`src/rtl/spi_frame_receiver.sv`:
```
// SPI-slave frame receiver: oversampled pins, shadow word buffer,
// atomic commit of a complete, checksum-verified frame.
`timescale 1ns/1ps
module spi_frame_receiver #(
   parameter int NUM_CH   = 7,
   parameter int DATA_W   = 8,
   parameter int CKSUM_EN = 1
) (
   input  logic                     clk,
   input  logic                     reset,
   input  logic                     sck,
   input  logic                     cs,
   input  logic                     mosi,
   output logic [NUM_CH*DATA_W-1:0] ch_data,
   output logic                     frame_valid,
   output logic                     frame_err,
   output logic                     rx_busy
);

   localparam int FRAME_WORDS = NUM_CH + ((CKSUM_EN != 0) ? 1 : 0);
   localparam int WCW = $clog2(FRAME_WORDS + 1);
   localparam int BCW = $clog2(DATA_W);
   localparam logic [WCW-1:0] WC_FULL = WCW'(FRAME_WORDS);
   localparam logic [WCW-1:0] WC_DATA = WCW'(NUM_CH);
   localparam logic [BCW-1:0] BC_LAST = BCW'(DATA_W - 1);

   typedef enum logic [1:0] {IDLE, RECV, EVAL} state_t;

   state_t state, state_nxt;

   logic sck_s1, sck_s2, sck_d;
   logic cs_s1, cs_s2, cs_d;
   logic mosi_s1, mosi_s2;
   logic sck_rise, cs_fall, cs_rise;

   logic [DATA_W-1:0]        shift_reg;
   logic [DATA_W-1:0]        word;
   logic [BCW-1:0]           bit_cnt;
   logic [WCW-1:0]           word_cnt;
   logic [NUM_CH*DATA_W-1:0] shadow;
   logic [DATA_W-1:0]        rx_cksum;
   logic [DATA_W-1:0]        run_cksum;
   logic                     overflow;
   logic                     accept;

   // Sync flops reset to 0 so a cs held low across reset is not a start.
   always_ff @(posedge clk) begin
      if (reset) begin
         sck_s1  <= 1'b0;
         sck_s2  <= 1'b0;
         sck_d   <= 1'b0;
         cs_s1   <= 1'b0;
         cs_s2   <= 1'b0;
         cs_d    <= 1'b0;
         mosi_s1 <= 1'b0;
         mosi_s2 <= 1'b0;
      end else begin
         sck_s1  <= sck;
         sck_s2  <= sck_s1;
         sck_d   <= sck_s2;
         cs_s1   <= cs;
         cs_s2   <= cs_s1;
         cs_d    <= cs_s2;
         mosi_s1 <= mosi;
         mosi_s2 <= mosi_s1;
      end
   end

   assign sck_rise = sck_s2 & ~sck_d;
   assign cs_fall  = ~cs_s2 & cs_d;
   assign cs_rise  = cs_s2 & ~cs_d;

   assign word = {shift_reg[DATA_W-2:0], mosi_s2};

   assign accept = (bit_cnt == '0) && (word_cnt == WC_FULL) &&
                   !overflow &&
                   ((CKSUM_EN == 0) || (rx_cksum == run_cksum));

   assign rx_busy = (state == RECV);

   always_ff @(posedge clk) begin
      if (reset) state <= IDLE;
      else       state <= state_nxt;
   end

   always_comb begin
      state_nxt = state;
      unique case (state)
         IDLE:    if (cs_fall) state_nxt = RECV;
         RECV:    if (cs_rise) state_nxt = EVAL;
         EVAL:    state_nxt = IDLE;
         default: state_nxt = IDLE;
      endcase
   end

   always_ff @(posedge clk) begin
      if (reset) begin
         shift_reg   <= '0;
         bit_cnt     <= '0;
         word_cnt    <= '0;
         shadow      <= '0;
         rx_cksum    <= '0;
         run_cksum   <= '0;
         overflow    <= 1'b0;
         ch_data     <= '0;
         frame_valid <= 1'b0;
         frame_err   <= 1'b0;
      end else begin
         frame_valid <= 1'b0;
         frame_err   <= 1'b0;
         case (state)
            IDLE: begin
               shift_reg <= '0;
               bit_cnt   <= '0;
               word_cnt  <= '0;
               run_cksum <= '0;
               overflow  <= 1'b0;
            end
            RECV: begin
               if (sck_rise) begin
                  shift_reg <= word;
                  if (bit_cnt == BC_LAST) begin
                     bit_cnt <= '0;
                     if (word_cnt < WC_DATA) begin
                        for (int k = 0; k < NUM_CH; k++) begin
                           if (word_cnt == WCW'(k))
                              shadow[k*DATA_W +: DATA_W] <= word;
                        end
                        run_cksum <= run_cksum + word;
                     end else if ((CKSUM_EN != 0) &&
                                  (word_cnt == WC_DATA)) begin
                        rx_cksum <= word;
                     end else begin
                        overflow <= 1'b1;
                     end
                     if (word_cnt != WC_FULL)
                        word_cnt <= word_cnt + 1'b1;
                  end else begin
                     bit_cnt <= bit_cnt + 1'b1;
                  end
               end
            end
            EVAL: begin
               if (accept) begin
                  ch_data     <= shadow;
                  frame_valid <= 1'b1;
               end else begin
                  frame_err <= 1'b1;
               end
            end
            default: ;
         endcase
      end
   end

endmodule

```
`config.mk`:
```
export PLATFORM = sky130hd
export DESIGN_NAME = spi_frame_receiver
export DESIGN_NICKNAME = d
export VERILOG_FILES = /design/src/rtl/spi_frame_receiver.sv
export SDC_FILE = /design/constraint.sdc
export NUM_CORES = 1
export LEC_CHECK = 0
export ABC_CLOCK_PERIOD_IN_PS = 2230
export CAP_MARGIN = 20
export CORE_ASPECT_RATIO = 0.6
export CORE_MARGIN = 1.5
export CORE_UTILIZATION = 25
export CTS_BUF_LIST = sky130_fd_sc_hd__clkbuf_16
export CTS_CLUSTER_SIZE = 10
export DETAILED_ROUTE_END_ITERATION = 10
export HOLD_SLACK_MARGIN = 0.02
export PLACE_DENSITY = 0.41
export SYNTH_ARGS = -nofsm -noshare
export SYNTH_HDL_FRONTEND = slang
export SYNTH_SLANG_ARGS = --single-unit
export TNS_END_PERCENT = 30
```
`constraint.sdc`:
```
create_clock -name clk -period 2.23 [get_ports clk]
set_input_delay 0.5575 -clock clk [delete_from_list [all_inputs] [get_ports clk]]
set_output_delay 0.5575 -clock clk [all_outputs]
set_load 0.03 [all_outputs]
```
Word level (Yosys, flattened, before mapping)
Cells that the tools add are included.
W data, S select, Z words.
{"block": "totals", "register_bits": 155, "input_bits": 5, "out_inout_bits": 59, "word_cells": 104}
{"block": "classes", "n_addsub": 3, "magnitude_cmp": 1, "eq_ne": 21, "mux": 23, "bitwise": 8, "reduce_logical": 23}
{"op": "$reduce_and A5 Y1", "count": 9}
{"op": "$mux W8", "count": 3}
{"op": "$eq A4 B3 Y1 const B", "count": 4}
{"op": "$pmux W8 S2", "count": 1}
{"op": "$pmux W7 S2", "count": 1}
{"op": "$mux W4", "count": 3}
{"op": "$ne A2 B1 Y1 const B", "count": 5}
{"op": "$add A8 B8 Y8", "count": 1}
{"op": "$eq A4 B2 Y1 const B", "count": 2}
{"op": "$eq A8 B8 Y1", "count": 1}
{"op": "$pmux W4 S2", "count": 1}
{"op": "$reduce_and A4 Y1", "count": 2}
{"op": "$mux W7", "count": 1}
{"op": "$mux W1", "count": 6}
{"op": "$mux W3", "count": 2}
{"op": "$ne A2 B2 Y1 const B", "count": 3}
{"op": "$pmux W3 S2", "count": 1}
{"op": "$reduce_and A2 Y1", "count": 3}
{"op": "$not A1 Y1", "count": 5}
{"op": "$add A4 B1 Y4 const B", "count": 1}
{"op": "$eq A4 B1 Y1 const B", "count": 1}
{"op": "$eq A4 B4 Y1 const B", "count": 1}
{"op": "$logic_not A4 Y1", "count": 1}
{"op": "$lt A4 B3 Y1 const B", "count": 1}
{"op": "other kinds (15)", "count": 20}

Logic depth before layout (Yosys ltp)
Gate-level depths: netlist of run 1.
{"block": "depth", "word_depth": 6, "ltp_mapped": 10, "ltp_nobuf": 7}

Worst setup path before layout of run 1
No wires, ideal clock.
{"block": "synth_timing", "kind": "flip-flop to flip-flop", "from": "register word_cnt[0]", "to": "register ch_data[31]", "setup_ns": 0.132, "t_arrival_ns": 1.890, "required_time_ns": 2.098, "setup_slack_ns": 0.208, "stages_incl_launch_ff": 11, "n_path_buf": 3, "period_less_slack_ns": 2.022, "cell_sequence": "dfxtp_1 inv_1 ha_1 buf_2 nand3b_4 nand4b_4 or4_4 buf_6 buf_6 nand2_1 a21oi_1"}
{"block": "synth_via", "elab_chain_len": 5}
{"item": "start, declared", "line_no": "39", "source": "logic [WCW-1:0] word_cnt;"}
{"item": "start signal, assigned", "line_no": "137", "source": "word_cnt <= word_cnt + 1'b1;"}
{"item": "$eq A4 B4 Y1", "line_no": "75", "source": "assign accept = (bit_cnt == '0) && (word_cnt == WC_FULL) &&"}
{"item": "$logic_and A1 B1 Y1 (2 in a row)", "line_no": "75"}
{"item": "$logic_and A1 B1 Y1", "line_no": "76", "source": "!overflow &&"}
{"item": "$reduce_and A2 Y1 (no source line)"}
{"item": "end signal, assigned", "line_no": "145", "source": "ch_data <= shadow;"}
{"item": "end, declared", "line_no": "14", "source": "output logic [NUM_CH*DATA_W-1:0] ch_data,"}
No other way between the ends.
A chain may end at the register's enable or synchronous reset.

Final worst setup path of run 1
{"block": "layout_timing", "from": "register word_cnt[0]", "to": "register ch_data[22]"}
Same word-level chain as after synthesis.

==> metrics, run 1 <==
outcome finished, final reports clean; initial antenna violation count 0; total die area 0.02529 mm^2; fin crit share 93.99%; worst path required time 2.52 ns; sequential share of power 46.1%; synthesized area 0.006080 mm^2; post-synthesis mux area share 1.502%; Worst-path clk slew 0.07 ns; routed len/inst between 15 and 20 um; commonest non-fill, non-tap cell in the layout nand2_1; final wirelength about 17000 um; switching pwr 1.258 mW; CTS Buf Count 17; Gate power share 1.5%; Synth Area in Compound Gates roughly 14%; Final Cell Area 0.007814 mm^2; fin crit period 2.096 ns; starting DRC count in detailed routing 229; Setup Skew ~0.014 ns; Mean Syn Cell Area approximately 8.5 um^2; layout net count 797; gate count of the mapped netlist 713; biggest regs ch_data x56, shadow x56; largest net degree at the start of global routing 50; grt ovf 0; GP Congestion around 0.78; Clk network pwr share 52.4%; Placed Area 0.007128 mm^2; clock sink count approximately 160; Pleak 2.597 nW; Clock Path Buffers 2; Ant. Diodes 0; Filler Cells Inserted approximately 2400; Tightest Pin Transition 0.5880 ns; Startpoint Class register; vias in the first global route 4835; Root Driver clkbuf_16; die width 204.3 um; Internal between 4 and 5 mW; first-pass GRT wire length 26490 um; Post-CTS Hold Fix Bufs 0; Crit Path Max Fanout 20; drt pass-1 iters 8; post-route ant nets 0; Final Hold Viols 0; post-synthesis simple-gate area fraction 23.38%; post-synthesis cell type count 45; final setup fails 0; max_slew headroom 60.58%; vias per cell 4.567; Pins Over Slew Limit 0; core area 0.02346 mm^2; CTS tree yes; register area share after synthesis 51.04%; Overall Global Routing Usage 13.58%; total power per unit cell area a little under 800 mW/mm^2; Residual DRC 0; area share of fa/ha/maj cells after synthesis 3.375%; max-cap viol count 0; min-delay worst type register to register; total power roughly 6 mW; I/O Buffers 63; critical path arrival 2.38 ns; FF+latch count, synth ~160; FP Rows 43; XOR/XNOR Fraction of Synth Area 2.161%; layout cells sized above 1 9.747%; vias 5047; Post-Syn Nets approximately 730; Max VDD drop 0.5145 mV; crit path capture type register; Area growth syn-to-layout 28.52%; Post-DP HPWL 11330 um; commonest cells after routing, fill and taps aside nand2_1 (178), dfxtp_1 (155), a21oi_1 (123), clkdlybuf4s50_1 (61), nand3_1 (60); Peak Freq 477.1 MHz; main combinational cell family by area after synthesis simple AND/OR/NAND/NOR gates; number of I/O pins 64; starting density of the core roughly 26%; Die Ht roughly 120 um; Syn. warnings 0; CTS HTree Levels 4; Switching Fraction about a fifth; worst skew pair latency 0.43 ns; critical path class register to register
==> cell families after synthesis <==
logic type | Yosys count
AO/OA/AOI/OAI | 154
XOR/XNOR | 15
adder cells (fa/ha/maj) | 16
buffers and inverters | 58
flip-flops | 155
multiplexers | 9
AND/OR/NAND/NOR | 306
==> worst paths after layout <==
path,startpoint,endpoint,slack (ns),cells after the start
worst max-delay path,word_cnt[0],ch_data[22],0.13,8
worst max register to register,word_cnt[0],ch_data[22],0.13,8
worst min-delay path,cs_d,state[1],0.43,1
worst min register to register,cs_d,state[1],0.43,1
==> power by group through the flow <==
stage          registers [mW]  logic, mW  clock network [mW]
4_1_cts                  2.78     0.0928                3.23
3_5_place_dp             2.84     0.0932                   0
6_report                 2.78     0.0931                3.16
2_1_floorplan            2.84     0.0588                   0
3_3_place_gp             2.84     0.0919                   0
5_1_grt                  2.78      0.102                3.35
==> cell type report <==
type	count	area [um^2]	share of cell area, %
sequential	155	3103	39.71
multi-input combinational	500	2719	34.80
timing repair buffer	95	934.6	11.96
clock buffer	17	425.4	5.444
tap	315	394.1	5.044
clock inverter	15	207.7	2.658
inverter	8	30.03	0.3843
==> metal layers <==
| layer | GRT usage [%] | share of wire [%] |
|---|---|---|
| met4 | 4.550 | 1.0 |
| met5 | 0 | 0 |
| met2 | 18.94 | 40 |
| met3 | 2.773 | 4.1 |
| met1 | 20.43 | 54 |
==> synthesized netlist by cell type (all sizes together) <==
| master | count | area share (%) |
|---|---|---|
| nand2 | 182 | 11 |
| dfxtp | 155 | 51 |
| a21oi | 123 | 10 |
| nand3 | 60 | 4.9 |
| clkbuf | 31 | 1.9 |
| nor2 | 22 | 1.5 |
| buf | 19 | 2.3 |
| ha | 14 | 2.9 |
| xnor2 | 11 | 1.6 |
| a22o | 9 | 1.3 |
| inv | 8 | 0.49 |
| mux2i | 8 | 1.3 |
| nor2b | 8 | 0.82 |
| o21ai | 8 | 0.66 |
| nand4 | 7 | 0.72 |
| nand2b | 6 | 0.62 |
| a22oi | 5 | 0.62 |
| nor3 | 5 | 0.49 |
| nor4 | 5 | 1.0 |
| xor2 | 4 | 0.58 |
| a21o | 3 | 0.37 |
| nor3b | 3 | 0.45 |
| and2 | 2 | 0.21 |
| nand3b | 2 | 0.45 |
| nand4b | 2 | 0.54 |
| o211ai | 2 | 0.25 |
| a2111o | 1 | 0.19 |
| a211oi | 1 | 0.12 |
| a31oi | 1 | 0.10 |
| fa | 1 | 0.33 |
| maj3 | 1 | 0.16 |
| mux2 | 1 | 0.19 |
| o21bai | 1 | 0.12 |
| or3 | 1 | 0.19 |
| or4 | 1 | 0.19 |
==> per-stage QoR <==
step	setup WS, ns	hold slack, ns	util [%]	setup TNS, ns	instances
after floorplan	0.2079	0.4076	-	0	713
after global placement	0.1525	0.4239	30.39	0	1071
after detailed placement	0.08756	0.4228	30.39	0	1071
after CTS	0.06984	0.4341	33.08	0	1103
after global routing	-0.002016	0.4578	33.31	-0.002603	1105
final	0.1340	0.4337	33.31	0	1105
==> critical path, cell delays in order, from the launching register on <==
cell,delay (ns)
dfxtp_1,0.36
inv_1,0.12
ha_2,0.22
nand3b_4,0.12
nand4b_4,0.21
or4_4,0.53
buf_4,0.23
nand2_1,0.10
a21oi_1,0.06
==> what timing repair did <==
action                                  in CTS  in global routing
gates cloned                                 0                  1
endpoints found under the setup margin       1                 58
resized for setup                            1                  6
setup buffers                                0                  1
pin swaps                                    0                  1
Power figures use the tool's default switching activity.
==> run 2: changes to the inputs <==
--- a/config.mk
+++ b/config.mk
@@ -9,12 +9,13 @@
 export CAP_MARGIN = 20
 export CORE_ASPECT_RATIO = 0.6
 export CORE_MARGIN = 1.5
-export CORE_UTILIZATION = 25
+export CORE_UTILIZATION = 51
 export CTS_BUF_LIST = sky130_fd_sc_hd__clkbuf_16
 export CTS_CLUSTER_SIZE = 10
 export DETAILED_ROUTE_END_ITERATION = 10
 export HOLD_SLACK_MARGIN = 0.02
-export PLACE_DENSITY = 0.41
+export PLACE_DENSITY = 0.72
+export REMOVE_ABC_BUFFERS = 1
 export SYNTH_ARGS = -nofsm -noshare
 export SYNTH_HDL_FRONTEND = slang
 export SYNTH_SLANG_ARGS = --single-unit
==> run 2 against run 1 <==
Compared with the run above:
- combinational power fell by 4.7%
- core utilization increased by 32 points
- count of clock-buffer cells in the layout is the same
- via count grew 2.7%
- final cell count is 15% lower
- critical endpoint is now ch_data[14]
- maximum frequency is 0.34% lower
- flip-flop and latch count unchanged
- die area down 50%
- clock power fell by 5%
- first-iteration DRC count rose by 89%
- non-clock buffer count is 10 lower
==> metrics, run 2 (synthesized netlist as in run 1, its figures left out) <==
outcome finished, final reports clean (unchanged); critical path's largest stage delay 0.36 ns (was 0.53 ns); Overall Global Routing Usage 24.03% (was 13.58%); initial antenna violation count 0 (unchanged); non-filler cells, final 941 (was 1105); total die area 0.01261 mm^2 (was 0.02529 mm^2); CTS HTree Levels 4 (unchanged); final setup fails 0 (unchanged); CP endpoint ch_data[14] (was ch_data[22]); Worst R2R Path Depth 8 (unchanged); Clock Path Buffers 2 (unchanged); commonest non-fill, non-tap cell in the layout nand2_1 (unchanged); Final Hold Viols 0 (unchanged); Root Driver clkbuf_16 (unchanged); CP Cell Sequence inv_1 > ha_2 > nand3b_4 > nand4b_4 > nor4_2 > buf_12 > nand2_1 > a21oi_1 (was inv_1 > ha_2 > nand3b_4 > nand4b_4 > or4_4 > buf_4 > nand2_1 > a21oi_1); fin crit share 94.31% (was 93.99%); Pleak 2.518 nW (was 2.597 nW); min-delay worst type register to register (unchanged); vias 5183 (was 5047); Tightest Pin Transition 0.7323 ns (was 0.5880 ns); worst path required time 2.58 ns (was 2.52 ns); total power per unit cell area 780.7 mW/mm^2 (was 771.3 mW/mm^2); R2R Path End ch_data[14] (was ch_data[22]); Die Ht 87.57 um (was 123.8 um); grt ovf 0 (unchanged); CTS tree yes (unchanged); layout net count 788 (was 797); FP Rows 30 (was 43); DP Cell Count 907 (was 1071); max-cap viol count 0 (unchanged); critical path class register to register (unchanged); Peak Freq 475.5 MHz (was 477.1 MHz); I/O Buffers 63 (unchanged); biggest regs ch_data x56, shadow x56 (unchanged); starting density of the core 53.10% (was 25.92%); routed len/inst 15.89 um (was 15.20 um); final wirelength 14950 um (was 16800 um); Ant. Diodes 0 (unchanged); first-pass GRT wire length 23340 um (was 26490 um); number of I/O pins 64 (unchanged); CTS Buf Count 17 (unchanged); Pins Over Slew Limit 0 (unchanged); Worst-path clk slew 0.06 ns (was 0.07 ns); vias in the first global route 4759 (was 4835); core area 0.01145 mm^2 (was 0.02346 mm^2); CP startpoint word_cnt[0] (unchanged); layout cells sized above 1 8.835% (was 9.747%); clock sink count 155 (unchanged); Max VDD drop 0.6003 mV (was 0.5145 mV); Startpoint Class register (unchanged); max_slew headroom 50.85% (was 60.58%); reg2reg setup slack 0.13 ns (about the same); GP Congestion 0.8982 (was 0.7760); vias per cell 5.508 (was 4.567); Crit Path Max Fanout 56 (was 20); Critical-path top delay cell nor4_2 (was or4_4); largest net degree at the start of global routing 75 (was 50); worst skew pair latency 0.42 ns (was 0.43 ns); critical path arrival 2.45 ns (was 2.38 ns); crit path capture type register (unchanged); Setup Skew 0.009966 ns (was 0.01379 ns); drt pass-1 iters 5 (was 8); Post-DP HPWL 9449 um (was 11330 um); starting DRC count in detailed routing 432 (was 229); Residual DRC 0 (unchanged); Area growth syn-to-layout 23.44% (was 28.52%); fin crit period 2.103 ns (was 2.096 ns); total power 5.859 mW (was 6.027 mW); die width 144.0 um (was 204.3 um); commonest cells after routing, fill and taps aside nand2_1 (181), dfxtp_1 (155), a21oi_1 (123), clkdlybuf4s50_1 (61), nand3_1 (60) (was nand2_1 (178), dfxtp_1 (155), a21oi_1 (123), clkdlybuf4s50_1 (61), nand3_1 (60)); post-route ant nets 0 (unchanged); reg2reg start word_cnt[0] (unchanged)
run 2: changes by cell type in the layout (fill, tap and decap cells not counted), moves of 2 or more:
cell / previous run / this run
buf_4: 28 / 19
bufinv_16: 5 / 3
clkinv_4: 0 / 2
inv_1: 12 / 8
inv_6: 1 / 3
inv_8: 0 / 2
nand2_1: 178 / 181
nand2_2: 4 / 1
run 2: metal layers:
metal  routed length [um]  up-vias  track usage, %  part of all wire, %
met2                 6491      200           36.23                   43
met4                  174        0           8.720                  1.2
met3                 1114       18           5.796                  7.5
li1                     -     2532               -                    -
met5                    0        -               0                    0
met1                 7172     2433           33.73                   48
run 2: worst min path at each step:
stage               end  start  cells past startpoint  slack [ns]
2_1_floorplan  state[1]   cs_d                      1        0.40
3_3_place_gp   state[1]   cs_d                      1        0.41
3_5_place_dp   state[1]   cs_d                      1        0.42
4_1_cts        state[1]   cs_d                      1        0.43
5_1_grt        state[1]   cs_d                      1        0.45
6_report       state[1]   cs_d                      1        0.43
run 2: critical path: cells and delay by family (launching register included):
kind	cells	cell delay [ns]
AO/OA/AOI/OAI	1	0.15
adder cells (fa/ha/maj)	1	0.22
buffers and inverters	2	0.42
flip-flops	1	0.35
AND/OR/NAND/NOR	4	0.87
run 2: repair_timing:
item | 4_1_cts | 5_1_grt
hold buffers | 0 | 0
cloned | 0 | 1
resized for setup | 1 | 3
pin swaps | 0 | 2
buffers inserted | 0 | 1
setup endpoints to repair | 4 | 108
run 2: per-stage QoR:
| stage | worst slack [ns] | hold WS, ns | utilization [%] | cell area [um^2] | setup TNS, ns |
|---|---|---|---|---|---|
| 6_report | 0.1269 | 0.4266 | 65.55 | 7505 | 0 |
| 5_1_grt | -0.001225 | 0.4521 | 65.55 | 7505 | -0.001225 |
| 4_1_cts | -0.006680 | 0.4316 | 65.34 | 7481 | -0.009692 |
| 3_5_place_dp | 0.02035 | 0.4202 | 59.98 | 6867 | 0 |
| 3_3_place_gp | 0.09118 | 0.4150 | 59.98 | 6867 | 0 |
| 2_1_floorplan | -3.325 | 0.4040 | - | 5824 | -193.45 |
run 2: final cells by class:
| cell class | instances | area [um^2] |
|---|---|---|
| multi-input combinational | 501 | 2714 |
| inverter | 8 | 30.03 |
| clock inverter | 15 | 190.2 |
| timing repair buffer | 85 | 842.1 |
| tap | 160 | 200.2 |
| clock buffer | 17 | 425.4 |
| fill | 963 | 3944 |
| sequential | 155 | 3103 |
run 2: power by group:
group / leakage (nW) / internal [mW] / total, mW / switching (mW)
logic: 0.981 / 0.0245 / 0.0887 / 0.0642
clock network: 0.288 / 1.78 / 2.99 / 1.21
registers: 1.25 / 2.78 / 2.78 / 0.00299
total: 2.52 / 4.58 / 5.86 / 1.27
==> run 3: changes to the inputs <==
--- a/config.mk
+++ b/config.mk
@@ -11,8 +11,8 @@
 export CORE_MARGIN = 1.5
 export CORE_UTILIZATION = 51
 export CTS_BUF_LIST = sky130_fd_sc_hd__clkbuf_16
-export CTS_CLUSTER_SIZE = 10
 export DETAILED_ROUTE_END_ITERATION = 10
+export GPL_ROUTABILITY_DRIVEN = 0
 export HOLD_SLACK_MARGIN = 0.02
 export PLACE_DENSITY = 0.72
 export REMOVE_ABC_BUFFERS = 1
==> results of run 3 <==
The final DEF is identical to that of run 2; final timing and power are the same.
